$ cat src/rtl/memoredf_pkg.sv
// Shared definitions for the EDF scheduler: FSM state encoding, default
// sizing constants and a helper for index widths.
package memoredf_pkg;

   localparam int DEFAULT_NUMBER_OF_QUEUES = 4;
   localparam int DEFAULT_REGISTER_SIZE    = 32;

   // Scheduler control states; the encoding is kept fixed so that
   // existing debug tooling that decodes the raw state bits keeps working.
   typedef enum logic [1:0] {
      ST_IDLE       = 2'd0,
      ST_ISSUE      = 2'd1,
      ST_WAIT_VALID = 2'd2,
      ST_WAIT_DONE  = 2'd3
   } state_e;

   // Width of a queue index; a single-queue build still gets a 1-bit id.
   function automatic int id_width(input int n);
      return (n > 1) ? $clog2(n) : 1;
   endfunction

endpackage

$ cat src/rtl/edf_scheduler_if.sv
// Bundle of the scheduler's queueing-domain and serializer handshake signals.
// The master side is the scheduler, the slave side is the queue/serializer.
interface edf_scheduler_if
   import memoredf_pkg::*;
#(
   parameter int NUMBER_OF_QUEUES = DEFAULT_NUMBER_OF_QUEUES,
   parameter int REGISTER_SIZE    = DEFAULT_REGISTER_SIZE
) ();

   localparam int ID_W = id_width(NUMBER_OF_QUEUES);

   logic [NUMBER_OF_QUEUES-1:0][REGISTER_SIZE-1:0] queues_period;
   logic [NUMBER_OF_QUEUES-1:0]                    empty;
   logic                                           queues_to_serializer_valid;
   logic                                           serializer_done;
   logic                                           scheduler_to_queues_ready;
   logic [ID_W-1:0]                                core_id;
   logic                                           busy;

   modport master (
      input  queues_period,
      input  empty,
      input  queues_to_serializer_valid,
      input  serializer_done,
      output scheduler_to_queues_ready,
      output core_id,
      output busy
   );

   modport slave (
      output queues_period,
      output empty,
      output queues_to_serializer_valid,
      output serializer_done,
      input  scheduler_to_queues_ready,
      input  core_id,
      input  busy
   );

endinterface

$ cat src/rtl/edf_min_finder.sv
// Combinational argmin over the deadline counters of the pending queues.
// Ties resolve to the lowest index because only a strictly smaller value
// displaces the current best while scanning upward.
module edf_min_finder
   import memoredf_pkg::*;
#(
   parameter int NUMBER_OF_QUEUES = DEFAULT_NUMBER_OF_QUEUES,
   parameter int REGISTER_SIZE    = DEFAULT_REGISTER_SIZE,
   localparam int ID_W            = id_width(NUMBER_OF_QUEUES)
) (
   input  logic [NUMBER_OF_QUEUES-1:0][REGISTER_SIZE-1:0] counters_i,
   input  logic [NUMBER_OF_QUEUES-1:0]                    valid_i,
   output logic [ID_W-1:0]                                index_o,
   output logic                                           any_valid_o
);

   logic [REGISTER_SIZE-1:0] best_value;

   // Linear scan keeping the smallest counter seen among valid entries.
   always_comb begin
      index_o     = '0;
      any_valid_o = 1'b0;
      best_value  = '0;
      for (int i = 0; i < NUMBER_OF_QUEUES; i++) begin
         if (valid_i[i] && (!any_valid_o || (counters_i[i] < best_value))) begin
            any_valid_o = 1'b1;
            best_value  = counters_i[i];
            index_o     = ID_W'(i);
         end
      end
   end

endmodule

$ cat src/rtl/edf_scheduler.sv
// Earliest-deadline-first scheduler. Each queue owns a deadline counter that
// sits at its period while the queue is empty and counts down while packets
// wait. When idle, the pending queue with the smallest counter is chosen,
// popped with a single ready pulse, and the scheduler then waits for the
// serializer to accept and finish that packet before choosing again.
module edf_scheduler
   import memoredf_pkg::*;
#(
   parameter int NUMBER_OF_QUEUES = DEFAULT_NUMBER_OF_QUEUES,
   parameter int REGISTER_SIZE    = DEFAULT_REGISTER_SIZE
) (
   input  logic           clock,
   input  logic           reset,
   edf_scheduler_if.master bus
);

   localparam int ID_W = id_width(NUMBER_OF_QUEUES);

   state_e                                         state_q, state_d;
   logic [ID_W-1:0]                                core_id_q, core_id_d;
   logic [NUMBER_OF_QUEUES-1:0][REGISTER_SIZE-1:0] deadline_q, deadline_d;

   logic [NUMBER_OF_QUEUES-1:0] pending_mask;
   logic [ID_W-1:0]             winner;
   logic                        any_pending;

   assign pending_mask = ~bus.empty;

   edf_min_finder #(
      .NUMBER_OF_QUEUES (NUMBER_OF_QUEUES),
      .REGISTER_SIZE    (REGISTER_SIZE)
   ) u_min_finder (
      .counters_i  (deadline_q),
      .valid_i     (pending_mask),
      .index_o     (winner),
      .any_valid_o (any_pending)
   );

   // Control flow: choose in IDLE, pop in ISSUE, then track the serializer.
   // The winner is captured only on the IDLE->ISSUE transition so later
   // emptiness changes cannot disturb the queue already being served.
   always_comb begin
      state_d   = state_q;
      core_id_d = core_id_q;
      case (state_q)
         ST_IDLE: begin
            if (any_pending) begin
               state_d   = ST_ISSUE;
               core_id_d = winner;
            end
         end
         ST_ISSUE: begin
            state_d = ST_WAIT_VALID;
         end
         ST_WAIT_VALID: begin
            if (bus.queues_to_serializer_valid) begin
               state_d = ST_WAIT_DONE;
            end
         end
         ST_WAIT_DONE: begin
            if (bus.serializer_done) begin
               state_d = ST_IDLE;
            end
         end
         default: begin
            state_d = ST_IDLE;
         end
      endcase
   end

   // Deadline counter update: the served queue restarts its deadline in the
   // ISSUE cycle, empty queues track their period, and waiting queues count
   // down towards zero without wrapping.
   always_comb begin
      deadline_d = deadline_q;
      for (int i = 0; i < NUMBER_OF_QUEUES; i++) begin
         if ((state_q == ST_ISSUE) && (core_id_q == ID_W'(i))) begin
            deadline_d[i] = bus.queues_period[i];
         end else if (bus.empty[i]) begin
            deadline_d[i] = bus.queues_period[i];
         end else if (deadline_q[i] != '0) begin
            deadline_d[i] = deadline_q[i] - REGISTER_SIZE'(1);
         end else begin
            deadline_d[i] = '0;
         end
      end
   end

   // Control registers; reset abandons any transaction in progress.
   always_ff @(posedge clock) begin
      if (reset) begin
         state_q   <= ST_IDLE;
         core_id_q <= '0;
      end else begin
         state_q   <= state_d;
         core_id_q <= core_id_d;
      end
   end

   // Deadline registers; reset restarts every queue at its full period.
   always_ff @(posedge clock) begin
      if (reset) begin
         deadline_q <= bus.queues_period;
      end else begin
         deadline_q <= deadline_d;
      end
   end

   // The pop request is a decode of ISSUE, masked by reset so a reset that
   // lands on the ISSUE cycle cannot leak a request downstream.
   assign bus.scheduler_to_queues_ready = (state_q == ST_ISSUE) && !reset;
   assign bus.core_id                   = core_id_q;
   assign bus.busy                      = (state_q != ST_IDLE);

endmodule

$ cat src/flat_wrapper.sv
// flat-port wrapper written by rule: the top's interface ports become plain ports
module edf_scheduler_flat import memoredf_pkg::*;
#(
   parameter int NUMBER_OF_QUEUES = DEFAULT_NUMBER_OF_QUEUES,
   parameter int REGISTER_SIZE    = DEFAULT_REGISTER_SIZE
)
  (clock, reset, bus_queues_period, bus_empty, bus_queues_to_serializer_valid, bus_serializer_done, bus_scheduler_to_queues_ready, bus_core_id, bus_busy);
  edf_scheduler_if #(.NUMBER_OF_QUEUES(NUMBER_OF_QUEUES), .REGISTER_SIZE(REGISTER_SIZE)) bus_i ();
  input  logic clock;
  input  logic reset;
  input wire logic [$bits(bus_i.queues_period)-1:0] bus_queues_period;
  input wire logic [$bits(bus_i.empty)-1:0] bus_empty;
  input wire logic [$bits(bus_i.queues_to_serializer_valid)-1:0] bus_queues_to_serializer_valid;
  input wire logic [$bits(bus_i.serializer_done)-1:0] bus_serializer_done;
  output wire logic [$bits(bus_i.scheduler_to_queues_ready)-1:0] bus_scheduler_to_queues_ready;
  output wire logic [$bits(bus_i.core_id)-1:0] bus_core_id;
  output wire logic [$bits(bus_i.busy)-1:0] bus_busy;
  assign bus_i.queues_period = bus_queues_period;
  assign bus_i.empty = bus_empty;
  assign bus_i.queues_to_serializer_valid = bus_queues_to_serializer_valid;
  assign bus_i.serializer_done = bus_serializer_done;
  assign bus_scheduler_to_queues_ready = bus_i.scheduler_to_queues_ready;
  assign bus_core_id = bus_i.core_id;
  assign bus_busy = bus_i.busy;
  edf_scheduler #(.NUMBER_OF_QUEUES(NUMBER_OF_QUEUES), .REGISTER_SIZE(REGISTER_SIZE)) u_core (.clock(clock), .reset(reset), .bus(bus_i));
endmodule
$ cat config.mk
export PLATFORM = sky130hd
export DESIGN_NAME = edf_scheduler_flat
export DESIGN_NICKNAME = d
export VERILOG_FILES = /design/src/rtl/memoredf_pkg.sv /design/src/rtl/edf_scheduler_if.sv /design/src/rtl/edf_min_finder.sv /design/src/rtl/edf_scheduler.sv /design/src/flat_wrapper.sv
export SDC_FILE = /design/constraint.sdc
export NUM_CORES = 1
export LEC_CHECK = 0
export BUFFER_PORTS_ARGS = -buffer_cell sky130_fd_sc_hd__buf_2
export CORE_UTILIZATION = 55
export DETAILED_ROUTE_END_ITERATION = 6
export HOLD_SLACK_MARGIN = 0.15
export PLACE_DENSITY = 0.84
export SLEW_MARGIN = 15
export SYNTH_ARGS = -nofsm -noshare
export SYNTH_HDL_FRONTEND = slang
export SYNTH_HIERARCHICAL = 1
export SYNTH_SLANG_ARGS = --single-unit
$ cat constraint.sdc
create_clock -name clock -period 9.53 [get_ports clock]
set_input_delay 1.4295 -clock clock [delete_from_list [all_inputs] [get_ports clock]]
set_output_delay 1.4295 -clock clock [all_outputs]
set_load 0.02 [all_outputs]
==> metrics.md <==
| Metric | Value |
|---|---|
| Post-Syn Area | `between 9000 and 10000 um2` |
| R2R Path Start | `u_core/deadline_q[29]` |
| Core ar. | `17480 um2` |
| RSZ-0062 raised after global routing | `false` |
| Seq cells post-synth | `132` |
| Endpoint class of the critical path | `flip-flop` |
| Die Y | `around 140 um` |
| Startpoint Class | `input pin` |
| Routed via count | `10279` |
| Initial antenna violation count | `0` |
| Layout cells sized above 1 | `0.1559` |
| Nets | `1604` |
| Slew @ Worst Pin | `1.135 ns` |
| Max cap viols | `0` |
| Largest net degree at the start of global routing | `50` |
| Post-synth ARST share | `0` |
| HP Class | `reg2reg` |
| Sequential cell area fraction in the yosys report | `0.2649` |
| Vias in the first global route | `9261` |
| Yosys cell types | `68` |
| Syn Area/Cell | `7.936 um2` |
| Grt total ovfl | `0` |
| Beginning of the worst hold path | `u_core/bus.core_id[0]` |
| Fmax | `116.8 MHz` |
| Die Area | `18680 um2` |
| Fin crit period | `around 8.6 ns` |
| Total chip power | `between 2 and 2.5 mW` |
| Most frequent cells in the layout | `nand2_1 (156), buf_2 (139), dfxtp_1 (132)` |
| Crit-path max FO | `33` |
| DR pass1 iterations | `6` |
| Clock Path Buffers | `2` |
| Max stage delay cell, worst path | `or4_1` |
| Cell count after synthesis | `1257` |
| Required time of the worst setup path | `9.90 ns` |
| Critical path type | `in2reg` |
| YS warnings | `6` |
| Top FF cell, synth | `dfxtp_1` |
| Tot GR Track Use | `0.3171` |
| Area Overhead vs Synth | `14.30%` |
| I/O Pins | `140` |
| Post-CTS Setup Inserts | `0` |
| Tcrit/Tclk final | `0.8980` |
| CTS Hold Bufs | `0` |
| Power per standard cell area | `197.6 nW/um2` |
| Initial core utilization | `0.5708` |
| Final setup violation count | `0` |
| CTS tree | `done` |
| IR drop worst, VDD | `0.0001634 V` |
| Post-Place Cells | `1572` |
| R2R Setup Slk | `1.99 ns` |
| Total negative slack | `0 ns` |
| Syn_nets | `1495` |
| CP most frequent cell | `a21oi_1` |
| Gpl congestion | `0.9785` |
| Post-cts resize count | `0` |
| DR iter-0 viols | `1057` |
| Status | `finished clean` |
| Clock Latency Late Sink | `0.44 ns` |
| Clk sink count | `132` |
| Clock slew at reported path FFs | `0.07 ns` |
| Post-detail-place hpwl | `21620 um` |
| Final wirelength | `29380 um` |
| Total CTS buffers | `17` |
| Antenna diodes | `0` |
| Die width | `between 100 and 150 um` |
| Most common cell after layout, fill and taps aside | `nand2_1` |
| Vias per cell | `6.408` |
| Root Driver | `clkbuf_16` |
| Crit-path max cell delay | `0.59 ns` |
| WHS Endpoint | `u_core/bus.core_id[0]` |
| Htree depth | `4` |
| Port-buffer cells | `139` |
| Rel. slew slack | `0.2378` |
| Final Hold Viols | `0` |
| Drt wl/cell | `18.31 um` |
| FF-to-FF path depth | `29` |
| EDFF count, synth | `0` |
| Non-Filler Instances | `1604` |
| DRC | `0` |
| FF-to-FF End | `u_core/bus.core_id[0]` |
| First-pass GRT wire length | `about 46000 um` |
| Hold Path Stages | `2` |
| Pins over their slew limit | `0` |
| Leakage | `4.436 nW` |
| Antenna viol nets, final | `0` |
| Worst-case clock skew | `between 0.006 and 0.007 ns` |
| Critical Path AT | `8.93 ns` |
| Rows | `48` |
-- flip-flops by register name, indices dropped and copies added (netlist names) --
signal and flops:
u_core/bus.core_id 2, u_core/deadline_q 128, u_core/state_q 2
-- per-layer routing --
metal,global-route usage,up-vias,part of all wire
li1,-,4916,-
met1,0.4076,4739,0.42
met2,0.5226,534,0.46
met3,0.04815,90,0.083
met4,0.1414,0,0.036
met5,0,-,0
-- logic make-up (layout without fill, tap and decap cells) --
logic type	Yosys count	count (layout)	synth area share
simple gates	493	493	0.2529
compound gates	345	345	0.2279
flops	132	132	0.2649
fa+ha+maj	102	102	0.1279
xor+xnor	96	96	0.08428
buf+inv	83	205	0.03612
mux	6	6	0.006021
-- synth_stat cells, types with 3 or more instances --
| master | instances | area share |
|---|---|---|
| o31a_1 | 4 | 0.0035 |
| a211oi_1 | 72 | 0.054 |
| o31ai_1 | 26 | 0.020 |
| nor4_1 | 33 | 0.021 |
| nor2b_1 | 11 | 0.0069 |
| nor4b_1 | 7 | 0.0061 |
| nor4_2 | 3 | 0.0038 |
| dfxtp_1 | 132 | 0.26 |
| buf_6 | 3 | 0.0034 |
| nand2b_1 | 5 | 0.0031 |
| buf_4 | 3 | 0.0023 |
| nor3_1 | 54 | 0.027 |
| a31oi_1 | 7 | 0.0044 |
| nor4b_2 | 3 | 0.0045 |
| nand4b_1 | 4 | 0.0035 |
| a31o_2 | 3 | 0.0026 |
| inv_1 | 22 | 0.0083 |
| o21ai_0 | 79 | 0.040 |
| mux2i_1 | 6 | 0.0060 |
| a41oi_1 | 4 | 0.0035 |
| nand3_1 | 22 | 0.011 |
| nand3b_1 | 5 | 0.0038 |
| a21o_1 | 6 | 0.0045 |
| o21a_1 | 7 | 0.0053 |
| ha_1 | 102 | 0.13 |
| or3_1 | 20 | 0.013 |
| o41ai_1 | 4 | 0.0035 |
| o41a_1 | 3 | 0.0034 |
| or2_2 | 10 | 0.0063 |
| clkbuf_1 | 43 | 0.016 |
| xnor2_1 | 66 | 0.058 |
| nor2_1 | 100 | 0.038 |
| a22oi_1 | 32 | 0.024 |
| nor3b_1 | 5 | 0.0038 |
| nand2_1 | 156 | 0.059 |
| xor2_1 | 30 | 0.026 |
| buf_2 | 11 | 0.0055 |
| and4_1 | 3 | 0.0026 |
| nand4_1 | 25 | 0.016 |
| a21oi_1 | 72 | 0.036 |
| or4_1 | 18 | 0.014 |
-- critical path: cells and delay by family --
family / cells / cell delay, ns
simple gates: 9 / 2.15
fa+ha+maj: 3 / 0.90
compound gates: 16 / 3.60
buf+inv: 3 / 0.85
-- per-stage QoR --
stage / hold WS (ns) / setup WS [ns] / instance area (um2) / util
after floorplan: 0.4757 / 1.251 / 9976 / -
after global placement: 0.5270 / 0.9685 / 10810 / 0.6185
after detailed placement: 0.5203 / 0.7349 / 10810 / 0.6185
after CTS: 0.5352 / 1.147 / 11400 / 0.6524
after global routing: 0.5680 / 0.4608 / 11400 / 0.6524
final: 0.5338 / 0.9716 / 11400 / 0.6524
-- worst max-delay path by stage --
| stage | from | end | depth (start not counted) |
|---|---|---|---|
| after global routing | bus_empty[0] | u_core/bus.core_id[0] | 31 |
| after CTS | bus_empty[0] | u_core/bus.core_id[0] | 31 |
| after floorplan | bus_empty[0] | u_core/bus.core_id[0] | 33 |
| final | bus_empty[0] | u_core/bus.core_id[0] | 31 |
| after global placement | bus_empty[0] | u_core/bus.core_id[0] | 31 |
| after detailed placement | bus_empty[0] | u_core/bus.core_id[0] | 31 |
-- area by class of cell --
| class | instances | area (um2) |
|---|---|---|
| Inverter | 22 | 82.58 |
| Tap cell | 225 | 281.5 |
| Fill cell | 1496 | 6075 |
| Timing Repair Buffer | 151 | 785.8 |
| Sequential cell | 132 | 2643 |
| Clock buffer | 18 | 439.2 |
| Multi-Input combinational cell | 1042 | 7017 |
| Clock inverter | 14 | 153.9 |
-- power by group --
part,switching [mW],internal (mW)
Sequential,0.160,0.635
Combinational,0.453,0.338
Clock,0.272,0.394
Power figures use the tool's default switching activity.
